## src/rtl/riscv_pkg.sv

```systemverilog
// Shared RISC-V pipeline constants: datapath width,
// ALUOp classes, ALUControl codes and the mem/wb control bundle.
package riscv_pkg;

    localparam int XLEN = 64;

    localparam logic [1:0] ALUOP_MEM   = 2'b00;
    localparam logic [1:0] ALUOP_BR    = 2'b01;
    localparam logic [1:0] ALUOP_ARITH = 2'b10;

    localparam logic [3:0] ALU_AND = 4'b0000;
    localparam logic [3:0] ALU_OR  = 4'b0001;
    localparam logic [3:0] ALU_ADD = 4'b0010;
    localparam logic [3:0] ALU_SUB = 4'b0110;

    typedef struct packed {
        logic reg_write;
        logic mem_read;
        logic mem_write;
        logic mem_to_reg;
    } mem_ctrl_t;

endpackage

```

## src/rtl/alu_ctrl_dec.sv

```systemverilog
// ALUOp/funct decoder producing the 4-bit ALUControl code
// and a flag for encodings the ALU does not implement.
module alu_ctrl_dec (
    input  logic [1:0] alu_op,
    input  logic [2:0] funct3,
    input  logic       funct7b5,
    input  logic       alu_src,
    output logic [3:0] alu_control,
    output logic       illegal
);
    import riscv_pkg::*;

    always_comb begin
        alu_control = ALU_ADD;
        illegal     = 1'b0;
        case (alu_op)
            ALUOP_MEM: alu_control = ALU_ADD;
            ALUOP_BR:  alu_control = ALU_SUB;
            ALUOP_ARITH: begin
                case (funct3)
                    // immediate forms never subtract, bit 30 is imm data
                    3'b000: alu_control = (funct7b5 && !alu_src)
                                          ? ALU_SUB : ALU_ADD;
                    3'b111: alu_control = ALU_AND;
                    3'b110: alu_control = ALU_OR;
                    default: illegal = 1'b1;
                endcase
            end
            default: illegal = 1'b1;
        endcase
    end

endmodule

```

## src/rtl/id_ex_stage.sv

```systemverilog
// ID/EX pipeline register with ALU control decode and
// EX/MEM, MEM/WB operand forwarding in front of the ALU.
module id_ex_stage #(
    parameter int XLEN    = riscv_pkg::XLEN,
    parameter int RADDR_W = 5
) (
    input  logic               clk,
    input  logic               rst,
    input  logic               in_valid,
    output logic               in_ready,
    input  logic [XLEN-1:0]    rs1_data,
    input  logic [XLEN-1:0]    rs2_data,
    input  logic [XLEN-1:0]    imm,
    input  logic [RADDR_W-1:0] rs1_addr,
    input  logic [RADDR_W-1:0] rs2_addr,
    input  logic [RADDR_W-1:0] rd_addr,
    input  logic [1:0]         alu_op,
    input  logic [2:0]         funct3,
    input  logic               funct7b5,
    input  logic               alu_src,
    input  logic               reg_write,
    input  logic               mem_read,
    input  logic               mem_write,
    input  logic               mem_to_reg,
    input  logic               flush,
    input  logic               exmem_reg_write,
    input  logic [RADDR_W-1:0] exmem_rd,
    input  logic [XLEN-1:0]    exmem_result,
    input  logic               memwb_reg_write,
    input  logic [RADDR_W-1:0] memwb_rd,
    input  logic [XLEN-1:0]    memwb_result,
    output logic               out_valid,
    input  logic               out_ready,
    output logic [XLEN-1:0]    x,
    output logic [XLEN-1:0]    y,
    output logic [3:0]         alu_control,
    output logic [XLEN-1:0]    store_data,
    output logic [RADDR_W-1:0] rd_q,
    output logic               reg_write_q,
    output logic               mem_read_q,
    output logic               mem_write_q,
    output logic               mem_to_reg_q,
    output logic               illegal_q
);
    import riscv_pkg::*;

    logic               valid_q, valid_d;
    logic [XLEN-1:0]    rs1_data_q, rs1_data_d;
    logic [XLEN-1:0]    rs2_data_q, rs2_data_d;
    logic [XLEN-1:0]    imm_q, imm_d;
    logic [RADDR_W-1:0] rs1_addr_q, rs1_addr_d;
    logic [RADDR_W-1:0] rs2_addr_q, rs2_addr_d;
    logic [RADDR_W-1:0] rd_d;
    logic               alu_src_q, alu_src_d;
    logic [3:0]         alu_control_q, alu_control_d;
    logic               illegal_d;
    mem_ctrl_t          ctrl_q, ctrl_d;

    logic [3:0]         dec_control;
    logic               dec_illegal;
    logic               capture;

    alu_ctrl_dec u_dec (
        .alu_op      (alu_op),
        .funct3      (funct3),
        .funct7b5    (funct7b5),
        .alu_src     (alu_src),
        .alu_control (dec_control),
        .illegal     (dec_illegal)
    );

    assign in_ready = !valid_q || out_ready || flush;
    assign capture  = in_valid && in_ready && !flush;

    always_comb begin
        rs1_data_d    = rs1_data_q;
        rs2_data_d    = rs2_data_q;
        imm_d         = imm_q;
        rs1_addr_d    = rs1_addr_q;
        rs2_addr_d    = rs2_addr_q;
        rd_d          = rd_q;
        alu_src_d     = alu_src_q;
        alu_control_d = alu_control_q;
        illegal_d     = illegal_q;
        ctrl_d        = ctrl_q;
        if (capture) begin
            rs1_data_d    = rs1_data;
            rs2_data_d    = rs2_data;
            imm_d         = imm;
            rs1_addr_d    = rs1_addr;
            rs2_addr_d    = rs2_addr;
            rd_d          = rd_addr;
            alu_src_d     = alu_src;
            alu_control_d = dec_control;
            illegal_d     = dec_illegal;
            ctrl_d        = '{reg_write, mem_read,
                              mem_write, mem_to_reg};
        end
    end

    // flush beats capture; otherwise an accept drains the slot
    always_comb begin
        valid_d = valid_q;
        if (flush)          valid_d = 1'b0;
        else if (capture)   valid_d = 1'b1;
        else if (out_ready) valid_d = 1'b0;
    end

    always_ff @(posedge clk or posedge rst) begin
        if (rst) begin
            valid_q       <= 1'b0;
            rs1_data_q    <= '0;
            rs2_data_q    <= '0;
            imm_q         <= '0;
            rs1_addr_q    <= '0;
            rs2_addr_q    <= '0;
            rd_q          <= '0;
            alu_src_q     <= 1'b0;
            alu_control_q <= 4'b0000;
            illegal_q     <= 1'b0;
            ctrl_q        <= '0;
        end else begin
            valid_q       <= valid_d;
            rs1_data_q    <= rs1_data_d;
            rs2_data_q    <= rs2_data_d;
            imm_q         <= imm_d;
            rs1_addr_q    <= rs1_addr_d;
            rs2_addr_q    <= rs2_addr_d;
            rd_q          <= rd_d;
            alu_src_q     <= alu_src_d;
            alu_control_q <= alu_control_d;
            illegal_q     <= illegal_d;
            ctrl_q        <= ctrl_d;
        end
    end

    function automatic logic [XLEN-1:0] fwd(
        input logic [RADDR_W-1:0] addr,
        input logic [XLEN-1:0]    regval
    );
        if (exmem_reg_write && exmem_rd != '0 && exmem_rd == addr)
            return exmem_result;
        else if (memwb_reg_write && memwb_rd != '0 && memwb_rd == addr)
            return memwb_result;
        else
            return regval;
    endfunction

    always_comb begin
        x          = fwd(rs1_addr_q, rs1_data_q);
        store_data = fwd(rs2_addr_q, rs2_data_q);
        y          = alu_src_q ? imm_q : store_data;
    end

    assign out_valid    = valid_q;
    assign alu_control  = alu_control_q;
    assign reg_write_q  = ctrl_q.reg_write;
    assign mem_read_q   = ctrl_q.mem_read;
    assign mem_write_q  = ctrl_q.mem_write;
    assign mem_to_reg_q = ctrl_q.mem_to_reg;

endmodule

```

## config.mk

```make
export PLATFORM = sky130hd
export DESIGN_NAME = id_ex_stage
export DESIGN_NICKNAME = d
export VERILOG_FILES = /design/src/rtl/riscv_pkg.sv /design/src/rtl/alu_ctrl_dec.sv /design/src/rtl/id_ex_stage.sv
export SDC_FILE = /design/constraint.sdc
export NUM_CORES = 1
export LEC_CHECK = 0
export BUFFER_PORTS_ARGS = -buffer_cell sky130_fd_sc_hd__buf_2
export CORE_AREA = 2 2 220 222
export CTS_BUF_LIST = sky130_fd_sc_hd__clkbuf_8
export DETAILED_ROUTE_END_ITERATION = 16
export DIE_AREA = 0 0 222 224
export PLACE_DENSITY = 0.6
export SLEW_MARGIN = 20
export SYNTH_ARGS = -nofsm -noshare
export SYNTH_HDL_FRONTEND = slang
export SYNTH_SLANG_ARGS = --single-unit
```

## constraint.sdc

```tcl
create_clock -name clk -period 9.6 [get_ports clk]
set_clock_uncertainty 0.1 [all_clocks]
set_input_delay 1.92 -clock clk [delete_from_list [all_inputs] [get_ports clk]]
set_output_delay 1.92 -clock clk [all_outputs]
set_load 0.1 [all_outputs]
```

==> flow_metrics.tcl <==
set metrics [dict create \
    synth_top_area_cell "dfrtp_1" \
    worstPathMaxFanout 74 \
    tns_ns 0 \
    hpwl_microns 37900 \
    layout_common_cells "buf_2 (569), mux2_2 (276), dfrtp_1 (216), a21oi_1 (68), nor2_1 (67)" \
    syn_avg_cell_area_sq_um 11.5 \
    synth_area_sq_um 12800 \
    yosysUniqueCellTypes 37 \
    holdWs_ns 0.400 \
    max_freq_mhz 140 \
    start_kind "input port" \
    p_per_area_nw_per_um2 278 \
    drc 0 \
    wl_microns 51300 \
    cts-root-buf "clkbuf_8" \
    antenna_found_initial 9 \
    synth_seq_area_share 0.425 \
    drv_cap 0 \
    grt_use_total 0.199 \
    setup_violations 0 \
    min_period_ns 7.15 \
    place_congestion 0.891 \
    leakagePower_uw 0.00726 \
    pre_cts_slack_ns 2.47 \
    finalHoldViolations 0 \
    outcome "complete, no violations" \
    path_clk_slew_ns 0.05 \
    vias 11500 \
    grt_setup_unrepaired "false" \
    cts_hold_buf 0 \
    synthArstFlopShare 1.00 \
    worst_slew_pin_slew_ns 1.06 \
    synth_top_area_share 0.425 \
    ys_ff_latch 217 \
    drive_gt1_frac 0.627 \
    required_ns 7.58 \
    insertion_delay_ns 0.57 \
    clock-sinks 217 \
    avgViaCountPerCell 5.04 \
    htree_levels 2 \
    numCtsBuffers 42 \
    top_level_ports 571 \
    post_drt_wl_per_cell_microns 22.5 \
    finalCritPeriodShare 0.745 \
    rows 80 \
    grt_pass1_wl_microns 75000 \
    end_kind "output pin" \
    grt_pass1_vias 11900 \
    cts_buffer_depth 3 \
    fp.dieH_microns 224 \
    postRouteAntennaNets 0 \
    first_pass_iters 5 \
    fin_nets 2002 \
    drt_iter0_markers 671 \
    final_common_cell "buf_2" \
    fp.coreArea_sq_um 47300 \
    start_util 0.270 \
    slew_viol_final 0 \
    cts-resized-gates 0 \
    synth_area_leaders "dfrtp_1 (43%), mux2_2 (24%), a31oi_2 (5.8%), mux2i_1 (5.0%), o21ai_2 (4.1%)" \
    grt_max_degree 162 \
    synth_edf_count 0 \
    syn_to_final_growth_pct 31.3 \
    die_area_sq_um 49700 \
    critical_path_class "in -> out" \
    port_buffers 569 \
    arrival_ns 5.13 \
    synth-main-ff-cell "dfrtp_1" \
    min-delay-path-class "reg -> reg" \
    syn_nets 1476 \
    reg2reg_slack_ns 6.85 \
    synthCells 1110 \
    vdd_ir_drop_max_uv 176 \
    slew_headroom 0.295 \
    cts_tree "built" \
    cts_setup_buffers 0 \
    ys_warn_count 0 \
    setup_slack_ns 2.45 \
    die_w_microns 222 \
    overflow 0 \
]
state kept, by name, indices dropped and copies added, names as in the netlist:
signal,cells
illegal_q,1
rs1_data_q,64
rs2_addr_q,5
reg_write_q,1
alu_control,3
rs2_data_q,64
rs1_addr_q,5
out_valid,1
mem_to_reg_q,1
mem_write_q,1
mem_read_q,1
rd_q,5
alu_src_q,1
imm_q,64
critical path, cell delays in order:
cell	delay [ns]
buf_2	0.12
or4_1	0.59
o21ai_0	0.24
or4_4	0.60
buf_4	0.71
nor2_1	0.08
a21oi_1	0.24
buf_2	0.48
final cells by class:
class | count | area, sq um
inverters | 6 | 30.0
clock buffers | 50 | 688
well taps | 615 | 769
diodes | 1 | 2.50
fillers | 4863 | 30600
multi-input cells | 785 | 6780
clock inverters | 21 | 80.1
repair buffers | 584 | 2990
flip-flops and latches | 217 | 5430
path summary, 6_finish.rpt:
kind                       cells after the start                  start                     to
max                                            8            exmem_rd[1]                  x[12]
min in group asynchronous                      2                    rst  imm_q[36]$_DFFE_PP0P_
min reg2reg                                    1  imm_q[51]$_DFFE_PP0P_  imm_q[51]$_DFFE_PP0P_
max in group asynchronous                      3                    rst  alu_src_q$_DFFE_PP0P_
max reg2reg                                    4  out_valid$_DFFE_PP0P_  imm_q[11]$_DFFE_PP0P_
min                                            1  imm_q[51]$_DFFE_PP0P_  imm_q[51]$_DFFE_PP0P_
per-stage QoR:
step | cells | cell area, sq um | total power, uW | util
floorplan | 1110 | 12800 | 3310 | -
global route | 2278 | 16800 | 4820 | 0.354
detailed placement | 2207 | 16000 | 3800 | 0.338
CTS | 2278 | 16800 | 4700 | 0.354
global placement | 2207 | 16000 | 3780 | 0.338
finish | 2279 | 16800 | 4660 | 0.354
Yosys cell counts (14+ instances only):
| cell | count |
|---|---|
| o21ai_2 | 60 |
| mux2i_1 | 64 |
| clkbuf_1 | 45 |
| buf_2 | 21 |
| a31oi_2 | 59 |
| dfrtp_1 | 217 |
| nand3_1 | 66 |
| mux2_2 | 276 |
| buf_4 | 14 |
| nor3_1 | 65 |
| buf_6 | 16 |
| nor2_1 | 67 |
| a21oi_1 | 69 |
cells by family after synthesis:
kind of cell | after synthesis | share of synthesized area
xor gates and xnor gates | 20 | 0.0137
buffers and inverters | 108 | 0.0473
other | 1 | 0.000294
DFF | 217 | 0.425
and+or+nand+nor | 217 | 0.0814
AOI/OAI and AO/OA | 204 | 0.135
adders and majority gates | 3 | 0.00294
muxes | 340 | 0.294
per-layer routing:
layer | global-route usage | wire, microns | vias up
li1 | - | - | 5128
met1 | 0.233 | 20300 | 5678
met2 | 0.333 | 24400 | 567
met3 | 0.0580 | 4120 | 107
met4 | 0.0972 | 2460 | 8
met5 | 0 | 58 | -
power breakdown:
group	switching [uW]	internal, uW
Combinational	2070	522
Sequential	113	1080
Clock	410	465
Power figures use the tool's default switching activity.
